File: src/rtl/ps2_rx_fifo.sv
// PS/2 device-to-host receiver: synchronise + glitch-filter ps2clk/ps2data, decode
//   11-bit frames (start, 8 data LSB-first, odd parity, stop), buffer good bytes in a
//   show-ahead FIFO, report parity/framing/timeout/overflow as sticky flags.
// Latency: byte is written on the filtered clock fall of the stop bit; rx_complete,
//   count and dout follow one cycle later. The filter adds FILTER_LEN+3 cycles.
// Backpressure: none towards the device; a good byte arriving while full is dropped
//   and raises overflow unless rd_en pops in the same cycle.
// Ports: clk/reset (sync, active-high), rx_en, ps2clk/ps2data (raw async pins),
//   rd_en (pop head), clear_err (clear sticky flags), dout/empty/full/count (FIFO view),
//   rx_complete (write pulse), parity_err/frame_err/overflow (sticky).
module ps2_rx_fifo #(
  parameter int FILTER_LEN     = 8,
  parameter int FIFO_DEPTH     = 8,
  parameter int TIMEOUT_CYCLES = 50000
) (
  input  logic                          clk,
  input  logic                          reset,
  input  logic                          rx_en,
  input  logic                          ps2clk,
  input  logic                          ps2data,
  input  logic                          rd_en,
  input  logic                          clear_err,
  output logic [7:0]                    dout,
  output logic                          empty,
  output logic                          full,
  output logic [$clog2(FIFO_DEPTH):0]   count,
  output logic                          rx_complete,
  output logic                          parity_err,
  output logic                          frame_err,
  output logic                          overflow
);

  localparam int AW = $clog2(FIFO_DEPTH);
  localparam int TW = $clog2(TIMEOUT_CYCLES + 1);

  localparam logic [1:0] S_IDLE   = 2'd0;
  localparam logic [1:0] S_DATA   = 2'd1;
  localparam logic [1:0] S_PARITY = 2'd2;
  localparam logic [1:0] S_STOP   = 2'd3;

  // ---------------- input conditioning ----------------
  logic [1:0]            clk_sync_q, dat_sync_q;
  logic [FILTER_LEN-1:0] clk_hist_q, dat_hist_q;
  logic                  clk_filt_q, dat_filt_q, clk_prev_q;
  logic                  fall_edge;

  // Everything presets to 1 so an idle bus never looks like a start bit after reset.
  always_ff @(posedge clk) begin
    if (reset) begin
      clk_sync_q <= 2'b11;
      dat_sync_q <= 2'b11;
      clk_hist_q <= '1;
      dat_hist_q <= '1;
      clk_filt_q <= 1'b1;
      dat_filt_q <= 1'b1;
      clk_prev_q <= 1'b1;
    end else begin
      clk_sync_q <= {clk_sync_q[0], ps2clk};
      dat_sync_q <= {dat_sync_q[0], ps2data};
      clk_hist_q <= {clk_hist_q[FILTER_LEN-2:0], clk_sync_q[1]};
      dat_hist_q <= {dat_hist_q[FILTER_LEN-2:0], dat_sync_q[1]};
      // Filtered level only moves once the whole history window agrees.
      if (&clk_hist_q)       clk_filt_q <= 1'b1;
      else if (~|clk_hist_q) clk_filt_q <= 1'b0;
      if (&dat_hist_q)       dat_filt_q <= 1'b1;
      else if (~|dat_hist_q) dat_filt_q <= 1'b0;
      clk_prev_q <= clk_filt_q;
    end
  end

  assign fall_edge = clk_prev_q & ~clk_filt_q;

  // ---------------- frame FSM ----------------
  logic [1:0]    state_q, state_d;
  logic [2:0]    bitcnt_q, bitcnt_d;
  logic [7:0]    shreg_q, shreg_d;
  logic          par_q, par_d;
  logic [TW-1:0] to_cnt_q, to_cnt_d;
  logic          push, set_perr, set_ferr, odd_ok;

  assign odd_ok = ^{shreg_q, par_q};

  always_comb begin
    state_d  = state_q;
    bitcnt_d = bitcnt_q;
    shreg_d  = shreg_q;
    par_d    = par_q;
    to_cnt_d = to_cnt_q;
    push     = 1'b0;
    set_perr = 1'b0;
    set_ferr = 1'b0;
    if (!rx_en) begin
      // Disabled: silently drop any partial frame.
      state_d  = S_IDLE;
      bitcnt_d = 3'd0;
      to_cnt_d = '0;
    end else begin
      case (state_q)
        S_IDLE: begin
          if (fall_edge && !dat_filt_q) begin
            state_d  = S_DATA;
            bitcnt_d = 3'd0;
          end
        end
        S_DATA: begin
          if (fall_edge) begin
            shreg_d[bitcnt_q] = dat_filt_q;
            bitcnt_d          = bitcnt_q + 3'd1;
            if (bitcnt_q == 3'd7) state_d = S_PARITY;
          end
        end
        S_PARITY: begin
          if (fall_edge) begin
            par_d   = dat_filt_q;
            state_d = S_STOP;
          end
        end
        default: begin
          if (fall_edge) begin
            state_d  = S_IDLE;
            set_ferr = ~dat_filt_q;
            set_perr = ~odd_ok;
            push     = dat_filt_q & odd_ok;
          end
        end
      endcase

      // Inter-edge watchdog, only meaningful once a frame has started.
      if (state_q == S_IDLE || fall_edge) begin
        to_cnt_d = '0;
      end else if (to_cnt_q == TW'(TIMEOUT_CYCLES - 1)) begin
        to_cnt_d = '0;
        state_d  = S_IDLE;
        set_ferr = 1'b1;
      end else begin
        to_cnt_d = to_cnt_q + TW'(1);
      end
    end
  end

  always_ff @(posedge clk) begin
    if (reset) begin
      state_q  <= S_IDLE;
      bitcnt_q <= 3'd0;
      shreg_q  <= 8'd0;
      par_q    <= 1'b0;
      to_cnt_q <= '0;
    end else begin
      state_q  <= state_d;
      bitcnt_q <= bitcnt_d;
      shreg_q  <= shreg_d;
      par_q    <= par_d;
      to_cnt_q <= to_cnt_d;
    end
  end

  // ---------------- show-ahead FIFO ----------------
  logic [7:0]    mem_q [FIFO_DEPTH];
  logic [AW-1:0] wr_ptr_q, wr_ptr_d, rd_ptr_q, rd_ptr_d;
  logic [AW:0]   count_q, count_d;
  logic [7:0]    dout_q, dout_d;
  logic          full_w, pop, wr_ok, ovf_set;
  logic          rxc_q, perr_q, ferr_q, ovf_q;

  assign full_w  = (count_q == (AW+1)'(FIFO_DEPTH));
  assign pop     = rd_en & (count_q != '0);
  // A pop in the same cycle frees the slot, so a full FIFO still accepts.
  assign wr_ok   = push & (~full_w | pop);
  assign ovf_set = push & full_w & ~pop;

  always_comb begin
    wr_ptr_d = wr_ok ? wr_ptr_q + AW'(1) : wr_ptr_q;
    rd_ptr_d = pop   ? rd_ptr_q + AW'(1) : rd_ptr_q;
    count_d  = count_q;
    if (wr_ok && !pop)      count_d = count_q + (AW+1)'(1);
    else if (!wr_ok && pop) count_d = count_q - (AW+1)'(1);
    // Registered head: bypass the write data when the new head is the slot being
    // written this cycle; hold the last byte while empty.
    dout_d = dout_q;
    if (count_d != '0) begin
      if (wr_ok && (rd_ptr_d == wr_ptr_q)) dout_d = shreg_q;
      else                                 dout_d = mem_q[rd_ptr_d];
    end
  end

  always_ff @(posedge clk) begin
    if (wr_ok) mem_q[wr_ptr_q] <= shreg_q;
  end

  always_ff @(posedge clk) begin
    if (reset) begin
      wr_ptr_q <= '0;
      rd_ptr_q <= '0;
      count_q  <= '0;
      dout_q   <= 8'd0;
      rxc_q    <= 1'b0;
      perr_q   <= 1'b0;
      ferr_q   <= 1'b0;
      ovf_q    <= 1'b0;
    end else begin
      wr_ptr_q <= wr_ptr_d;
      rd_ptr_q <= rd_ptr_d;
      count_q  <= count_d;
      dout_q   <= dout_d;
      rxc_q    <= wr_ok;
      // A new event outranks a simultaneous clear.
      perr_q   <= set_perr | (perr_q & ~clear_err);
      ferr_q   <= set_ferr | (ferr_q & ~clear_err);
      ovf_q    <= ovf_set  | (ovf_q  & ~clear_err);
    end
  end

  assign dout        = dout_q;
  assign empty       = (count_q == '0);
  assign full        = full_w;
  assign count       = count_q;
  assign rx_complete = rxc_q;
  assign parity_err  = perr_q;
  assign frame_err   = ferr_q;
  assign overflow    = ovf_q;

endmodule

File: config.mk
export PLATFORM = sky130hd
export DESIGN_NAME = ps2_rx_fifo
export DESIGN_NICKNAME = d
export VERILOG_FILES = /design/src/rtl/ps2_rx_fifo.sv
export SDC_FILE = /design/constraint.sdc
export NUM_CORES = 1
export LEC_CHECK = 0
export ABC_AREA = 0
export ABC_CLOCK_PERIOD_IN_PS = 8150
export CORE_MARGIN = 2
export CORE_UTILIZATION = 40
export DETAILED_ROUTE_END_ITERATION = 7
export GPL_TIMING_DRIVEN = 1
export PLACE_DENSITY = 0.62
export SYNTH_ARGS = -nofsm -noshare
export SYNTH_HDL_FRONTEND = slang
export SYNTH_SLANG_ARGS = --single-unit
File: constraint.sdc
create_clock -name clk -period 8.15 [get_ports clk]
set_input_delay 2.445 -clock clk [delete_from_list [all_inputs] [get_ports clk]]
set_output_delay 2.445 -clock clk [all_outputs]
set_load 0.1 [all_outputs]
; Yosys cells after proc, flatten, opt, wreduce, memory -nomap -nowiden
; Memories as Yosys holds them, arrays and structs flattened. A register that Yosys moved wholly into a read port is not among the register bits.
; Cells that the tools add are included.
[totals]
mem_bits_rw = 64
out_inout_bits = 18
n_memories = 1
rom_bits = 0
reg_bits = 67
wordCells = 111
latch_bits = 0
[op_classes]
reduce_logical = 26
shift = 0
div_mod_pow = 0
order_cmp = 2
eq_ne = 7
multipliers = 0
muxes = 30
n_addsub = 6
bitwise_logic = 20
[mem_list]
columns = name, words, word_bits, rd, rd_ports_with_merged_regs, write_ports, line
row1 = mem_q, 8, 8, 1, 1, 1, 158  ; logic [7:0] mem_q [FIFO_DEPTH];
[ops]
columns = cell, n
row1 = 16-bit by 1-bit adder with 16-bit output (second input constant), 1
row2 = 16-bit equality test (second input constant), 1
row3 = 8-bit AND reduction, 2
row4 = 8-bit OR reduction, 2
row5 = 1-bit two-way mux, 14
row6 = 2-bit two-way mux, 7
row7 = 3-bit by 1-bit adder with 3-bit output (second input constant), 3
row8 = 1-bit bitwise AND, 9
row9 = 3-bit two-way mux, 3
row10 = 3-bit AND reduction, 3
row11 = 9-bit parity, 1
row12 = 8-bit bitwise mux, 1
row13 = 4-bit two-way mux, 2
row14 = 4-bit nonzero test, 2
row15 = 1-bit inverter, 7
row16 = 2-bit one-hot mux with 3 select lines, 1
row17 = 3-bit one-hot mux with 2 select lines, 1
row18 = 2-bit OR reduction, 3
row19 = 4-bit by 1-bit adder with 4-bit output (second input constant), 1
row20 = 4-bit equality test (second input constant), 1
row21 = 1-bit logical AND, 4
row22 = 4-bit logical NOT, 1
row23 = 3-bit by 4-bit < comparator with 1-bit output (second input constant), 1
row24 = 2-bit != test (second input constant), 2
row25 = 13 further kinds, 18

; Depth between registers and ports, before layout
; Gate-level depths: netlist of run 1.
[depth]
depth_word = 11
mapped_depth = 14
mapped_depth_nobuf = 10

; Least setup slack after synthesis of run 1
; No wires, ideal clock.
[synth_path]
kind = input-to-reg
startpoint = input port rx_en
endpoint = memory mem_q[0][0] (enable)
cell_stages = 5
n_path_buf = 0
setup_ns = 0.395
required_ns = 7.755
path_slack_ns = 3.614
t_arrival_ns = 4.142
path_cell_list = nand2_1 nor3b_1 mux2_4 o21ai_1 nor4_1
[synth_via]
elab_chain_len = 4
[synth_rtl]
columns = element, line
row1 = start: declaration, 18  ; input logic rx_en,
row2 = 1-bit two-way mux, 92  ; if (!rx_en) begin
row3 = 1-bit bitwise AND, 168  ; assign wr_ok = push & (~full_w | pop);
row4 = 1-bit two-way mux, 187  ; if (wr_ok) mem_q[wr_ptr_q] <= shreg_q;
row5 = 1-bit two-way mux (not written as such), 187
row6 = end: declaration, 158
; Every way passes these cells.

; Final worst setup path of run 1
[layout_path]
startpoint = input port rd_en
endpoint = register dout_q[5], in the netlist dout[5] (read register of mem_q)
[layout_via]
elab_chain_len = 8
[layout_rtl]
columns = element, line
row1 = start: declaration, 21  ; input logic rd_en,
row2 = 1-bit bitwise AND (*), 166  ; assign pop = rd_en & (count_q != '0);
row3 = 1-bit OR, 168
row4 = 1-bit bitwise AND, 168
row5 = 1-bit logical NOT, 176  ; else if (!wr_ok && pop) count_d = count_q - (AW+1)'(1);
row6 = 1-bit logical AND, 176
row7 = 4-bit two-way mux, 176
row8 = 4-bit two-way mux, 175  ; if (wr_ok && !pop) count_d = count_q + (AW+1)'(1);
row9 = 4-bit nonzero test, 180  ; if (count_d != '0) begin
row10 = end: declaration, 161  ; logic [7:0] dout_q, dout_d;
; Mark *: on every way between the ends. The rest lies on a longest branch, timed or not.
; A chain may end at the register's enable or synchronous reset.

==> results_dict.tcl, run 1 <==
set metrics [dict create \
    r2r_end "dout[5]" \
    grt_pass1_wl_um 23500 \
    drcViolationCount 0 \
    yosysWarnings 0 \
    synth_fa_ha_area_share_pct 1.40 \
    clkSlewWorstSetupHoldPaths_ns 0.06 \
    synth_cells 582 \
    num_rows 45 \
    fin_crit_ns 5.68 \
    switching_share_pct 36.5 \
    rr_startpoint "count[0]" \
    grt_setup_unrepaired "no" \
    final_cell_mix "dfxtp_1 (75), edfxtp_1 (64), nor2_1 (55)" \
    cts-root-buf "clkbuf_16" \
    post_cts_buffers 0 \
    synth_edf_count 64 \
    status "completed" \
    critPathSlowestCell "or3_1" \
    critical_path_required_ns 8.45 \
    place_ws_ns 2.06 \
    die_w_um 129 \
    slew_violations 0 \
    postSynthNetCount 596 \
    intPower_mw 1.44 \
    design_area_mm2 0.00726 \
    hold_depth 1 \
    critical_path.endpoint_type "flip-flop" \
    combPwrFrac_pct 29.9 \
    synth_compound_area_share_pct 12.8 \
    crit_path_start_kind "primary input" \
    dr.first_iter.drc_count 370 \
    layout_commonest_cell "dfxtp_1" \
    worst_slack_ns 2.47 \
    p_switching_uw 827 \
    synth_top_family_by_area "simple AND/OR/NAND/NOR gates" \
    path_buf_inv 2 \
    synth_flop_cell "dfxtp_1" \
    synth_area_mm2 0.00627 \
    core_mm2 0.0153 \
    seqCellArea_mm2 0.00342 \
    crit_path_cell_trace "clkdlybuf4s50_1 > inv_1 > or3_1 > mux4_2 > nor4b_4 > or2_2 > a21oi_1 > mux2_1" \
    ir_drop_uv 189 \
    tritoncts "yes" \
    avgSynthCellArea_um2 10.8 \
    worstPathArrival_ns 5.99 \
    drtPass1Iterations 5 \
    grt-ovfl-total 0 \
    vias 4625 \
    synth-simple-area-share_pct 19.2 \
    syn_to_final_growth_pct 15.9 \
    ys_ff_latch 139 \
    die_area_mm2 0.0167 \
    pwr-share-seq_pct 35.2 \
    fillers 1367 \
    tns_ns 0 \
    placed_area_mm2 0.00665 \
    slew-limit-headroom_pct 21.9 \
    nets 608 \
    port-buffer-count 24 \
    finClkSkew_ns 0.00802 \
    muxShareOfSynthArea_pct 4.33 \
    grt_usage_pct 18.5 \
    start_util_pct 41.1 \
    clk_latency_ns 0.42 \
    cap_violations 0 \
    p_leak_nw 2.25 \
    holdPathEnd "dat_sync_q[1]" \
    holdBufCountCts 0 \
    fin_crit_sh_pct 69.7 \
    routedWlPerCell_um 17.7 \
    drive_gt1_share_pct 13.0 \
    antenna_found_initial 0 \
    path_delay_family "simple AND/OR/NAND/NOR gates" \
    yosys.area_share.xor_xnor_pct 4.33 \
    clockBufferDepth 2 \
    place.gp.congestion 0.971 \
    htreeDepth 4 \
    grt_pass1_vias 4458 \
    path_class "in -> reg" \
    seq_area_frac_synth_pct 54.6 \
    async_flop_share_pct 0 \
    setup_viol 0 \
    worstRegToRegCells 10 \
    ys_types 68 \
    drt-total-wl_um 14500 \
    dp_hpwl_um 9540 \
    io_pins 25 \
    drtAntennaViolNets 0 \
    cts_resized 0 \
    grt_max_degree 51 \
    hold_path.startpoint "dat_sync_q[0]" \
    hold_path.class "reg -> reg" \
    reg2reg_setup_slack_ns 4.07 \
    powerDensity_mw_per_mm2 312 \
    critPathMaxStageDelay_ns 0.87 \
    die_h_um 129 \
    cp_max_fo 33 \
    fmax_mhz 176 \
    clkSinkCount 139 \
    cts_buffers 17 \
    insertedDiodeCount 0 \
    worst_pin_slew_ns 1.17 \
    hold_viol_final 0 \
    multi_input_area_mm2 0.00265 \
    clkPwrFrac_pct 35.0 \
    viasPerCell 5.66 \
]
==> worst max path at each step <==
stage           from          end  slack (ns)  cells after the start
6_report       rd_en      dout[5]        2.47                      8
5_1_grt        rd_en      dout[5]        2.25                      8
4_1_cts        rd_en      dout[5]        2.49                      8
3_5_place_dp   rd_en      dout[5]        2.06                      8
3_3_place_gp   rd_en      dout[5]        2.17                      8
2_1_floorplan  rx_en  mem_q[0][0]        3.61                      5
==> power groups by stage <==
stage	clock network (mW)	registers (mW)	logic (mW)
floorplan	0	0.974	0.381
detailed placement	0	0.810	0.671
CTS	0.804	0.797	0.673
finish	0.792	0.797	0.676
global route	0.842	0.802	0.715
global placement	0	0.811	0.656
==> logic make-up (layout without fill, tap and decap cells) <==
logic type      after synthesis  count (layout)
compound gates              115             115
flops                       139             139
mux                          22              22
buf+inv                      45              69
simple gates                228             228
xor+xnor                     26              26
fa+ha+maj                     7               7
==> through the flow <==
step	power (mW)	utilization, %	instances	hold WS [ns]
5_1_grt	2.36	47.6	817	0.419
3_3_place_gp	1.47	43.6	786	0.394
6_report	2.26	47.6	817	0.413
4_1_cts	2.27	47.6	817	0.416
3_5_place_dp	1.48	43.6	786	0.401
2_1_floorplan	1.36	-	582	0.389
==> synthesized netlist by cell type (5+ instances only) <==
cell type	n	area (µm²)
a2111oi_0	5	43.8
a211oi_1	5	37.5
a21oi_1	13	65.1
and3_1	7	43.8
buf_2	6	30.0
clkbuf_1	24	90.1
dfxtp_1	75	1500
edfxtp_1	64	1920
ha_1	7	87.6
inv_1	8	30.0
mux2_2	6	67.6
mux2i_1	11	110
nand2_1	33	124
nand3_1	15	75.1
nand4_1	7	43.8
nand4b_1	6	52.6
nor2_1	55	206
nor3_1	43	215
o21ai_0	8	40.0
o221ai_1	11	96.3
o22ai_1	48	300
o31a_1	5	43.8
or2_2	24	150
xnor2_1	12	105
xor2_1	11	96.3
==> metal layers <==
metal	share of wire (%)	GRT usage, %
met5	0	0
met3	4.9	5.37
met4	2.0	6.65
met1	45	24.1
met2	48	29.5
==> registers in the layout (all words and copies together), names as in the netlist, 3 cells and up <==
| name | count |
|---|---|
| shreg_q | 8 |
| bitcnt_q | 3 |
| mem_q | 64 |
| dat_hist_q | 8 |
| count | 4 |
| to_cnt_q | 16 |
| clk_hist_q | 8 |
| dout | 8 |
| rd_ptr_q | 3 |
| wr_ptr_q | 3 |
==> area by class of cell <==
class                   instances  area share [%]
inverters                       9           0.500
flip-flops and latches        139            47.1
clock inverters                 9            1.45
clock buffers                  22            6.99
repair buffers                 29            3.82
well taps                     211            3.63
multi-input cells             398            36.5
Note: power is estimated with default switching activity, not from simulation.
==> run 2, diff against run 1 <==
--- a/config.mk
+++ b/config.mk
@@ -6,12 +6,12 @@
 export NUM_CORES = 1
 export LEC_CHECK = 0
 export ABC_AREA = 0
-export ABC_CLOCK_PERIOD_IN_PS = 8150
+export ABC_CLOCK_PERIOD_IN_PS = 5100
 export CORE_MARGIN = 2
 export CORE_UTILIZATION = 40
 export DETAILED_ROUTE_END_ITERATION = 7
 export GPL_TIMING_DRIVEN = 1
-export PLACE_DENSITY = 0.62
+export PLACE_DENSITY = 0.64
 export SYNTH_ARGS = -nofsm -noshare
 export SYNTH_HDL_FRONTEND = slang
 export SYNTH_SLANG_ARGS = --single-unit
==> constraint.sdc (replaced) <==
create_clock -name clk -period 5.1 [get_ports clk]
set_input_delay 1.53 -clock clk [delete_from_list [all_inputs] [get_ports clk]]
set_output_delay 1.53 -clock clk [all_outputs]
set_load 0.1 [all_outputs]
==> run 2 against run 1 <==
  * Wire length down 0.58%
  * Flip-flop and latch count unchanged
  * Critical path depth unchanged
  * Sequential share of layout area down 0.27 points
  * Non-clock buffer count up 9
  * Final cell count up 1.2%
  * Die area unchanged
  * Sequential power up 58%
  * Cell area up 0.59%
==> results_dict.tcl, run 2 (same netlist as run 1, synthesis figures left out) <==
set metrics [dict create \
    p_switching_mw 1.36 \
    clockBufferDepth 2 \
    setup_viol 0 \
    clk_latency_ns 0.42 \
    combPwrFrac_pct 31.1 \
    port-buffer-count 24 \
    layout_commonest_cell "dfxtp_1" \
    place.gp.congestion 0.807 \
    whs_ns 0.410 \
    fillers 1377 \
    fin_crit_ns 4.03 \
    start_util_pct 41.1 \
    powerDensity_mw_per_mm2 494 \
    cts_buffers 17 \
    grt_pass1_wl_um 23100 \
    critical_path.endpoint_type "flip-flop" \
    cap_violations 0 \
    rr_startpoint "count[0]" \
    status "completed" \
    die_area_mm2 0.0167 \
    grt_usage_pct 18.0 \
    final_cell_mix "dfxtp_1 (75), edfxtp_1 (64), nor2_1 (55)" \
    seqCellArea_mm2 0.00342 \
    post_cts_buffers 0 \
    drtAntennaViolNets 0 \
    antenna_found_initial 0 \
    multi_input_area_mm2 0.00264 \
    hold_path.class "reg -> reg" \
    clkSinkCount 139 \
    p_leak_nw 2.32 \
    worstPathArrival_ns 4.30 \
    fmax_mhz 248 \
    path_class "in -> reg" \
    cts-root-buf "clkbuf_16" \
    insertedDiodeCount 0 \
    power_mw 3.61 \
    nets 617 \
    grt-ovfl-total 0 \
    syn_to_final_growth_pct 16.6 \
    core_mm2 0.0153 \
    die_w_um 129 \
    routedWlPerCell_um 17.4 \
    num_rows 45 \
    dr.first_iter.drc_count 301 \
    clkPwrFrac_pct 34.0 \
    intPower_mw 2.25 \
    slew_violations 0 \
    cp_max_fo 8 \
    slew-limit-headroom_pct 32.5 \
    drive_gt1_share_pct 14.3 \
    hold_viol_final 0 \
    largest_register_ffs 64 \
    viasPerCell 5.63 \
    finClkSkew_ns 0.00905 \
    vias 4659 \
    drcViolationCount 0 \
    htreeDepth 4 \
    crit_start "rx_en" \
    drt-total-wl_um 14400 \
    clkSlewWorstSetupHoldPaths_ns 0.06 \
    switching_share_pct 37.7 \
    ir_drop_uv 233 \
    hold_path.startpoint "clk_sync_q[0]" \
    dp_hpwl_um 9790 \
    die_h_um 129 \
    cts_resized 0 \
    pwr-share-seq_pct 34.9 \
    fin_crit_sh_pct 78.9 \
    tritoncts "yes" \
    grt_setup_unrepaired "no" \
    crit_path_start_kind "primary input" \
    drtPass1Iterations 5 \
    grt_max_degree 50 \
    grt_pass1_vias 4532 \
    holdBufCountCts 0 \
    worst_pin_slew_ns 1.01 \
    io_pins 25 \
    largest_register "mem_q" \
    critical_path_required_ns 5.38 \
    largest_registers "mem_q (64), to_cnt_q (16)" \
    tns_ns 0 \
]
run 2: cell types whose count changed in the layout (fill, tap and decap cells not counted), sizes merged:
| cell | previous run | this run |
|---|---|---|
| inv | 12 | 16 |
| clkdlybuf4s50 | 24 | 23 |
| bufinv | 2 | 1 |
| clkinv | 4 | 3 |
| clkbuf | 22 | 20 |
| clkinvlp | 0 | 1 |
| buf | 5 | 15 |
run 2: through the flow:
step	std cells	util [%]	area (µm²)	setup slack, ns
4_1_cts	827	47.9	7310	1.08
6_report	827	47.9	7310	1.07
3_5_place_dp	795	43.9	6710	0.667
5_1_grt	827	47.9	7310	0.823
2_1_floorplan	582	-	6270	1.30
3_3_place_gp	795	43.9	6710	0.731
run 2: critical path: stages:
cell and delay [ns]:
clkdlybuf4s50_1 0.60, nand2_1 0.14, nor3b_1 0.47, mux2i_4 0.22
nor4_1 0.36, o21ai_1 0.28, a2111oi_0 0.59, a211oi_1 0.10
run 2: final cells by class:
type                       count  area share (%)
clock inverter                12            1.68
multi-input combinational    398            36.1
clock buffer                  20            6.54
sequential                   139            46.9
inverter                       9           0.497
tap                          211            3.61
timing repair buffer          38            4.69
run 2: layer usage:
layer  vias to the layer above  GRT usage, %  wire length (µm)
li1                       2241             -                 -
met1                      2244          22.3              6270
met2                       140          29.3              6970
met3                        34          5.90               819
met4                         0          7.16               359
met5                         -             0                 0
run 2: worst paths after layout:
kind,depth (start not counted),slack [ns],to
setup / recovery,8,1.07,dout[1]
hold / removal,1,0.41,clk_sync_q[1]
setup reg to reg,10,1.63,dout[5]
hold reg to reg,1,0.41,clk_sync_q[1]
run 2: power groups by stage:
stage                     registers [mW]  logic [mW]  clock network, mW
after detailed placement            1.28        1.12                  0
after global routing                1.26        1.19               1.29
after floorplan                     1.56       0.620                  0
final                               1.26        1.12               1.23
after global placement              1.28        1.11                  0
after CTS                           1.26        1.12               1.25
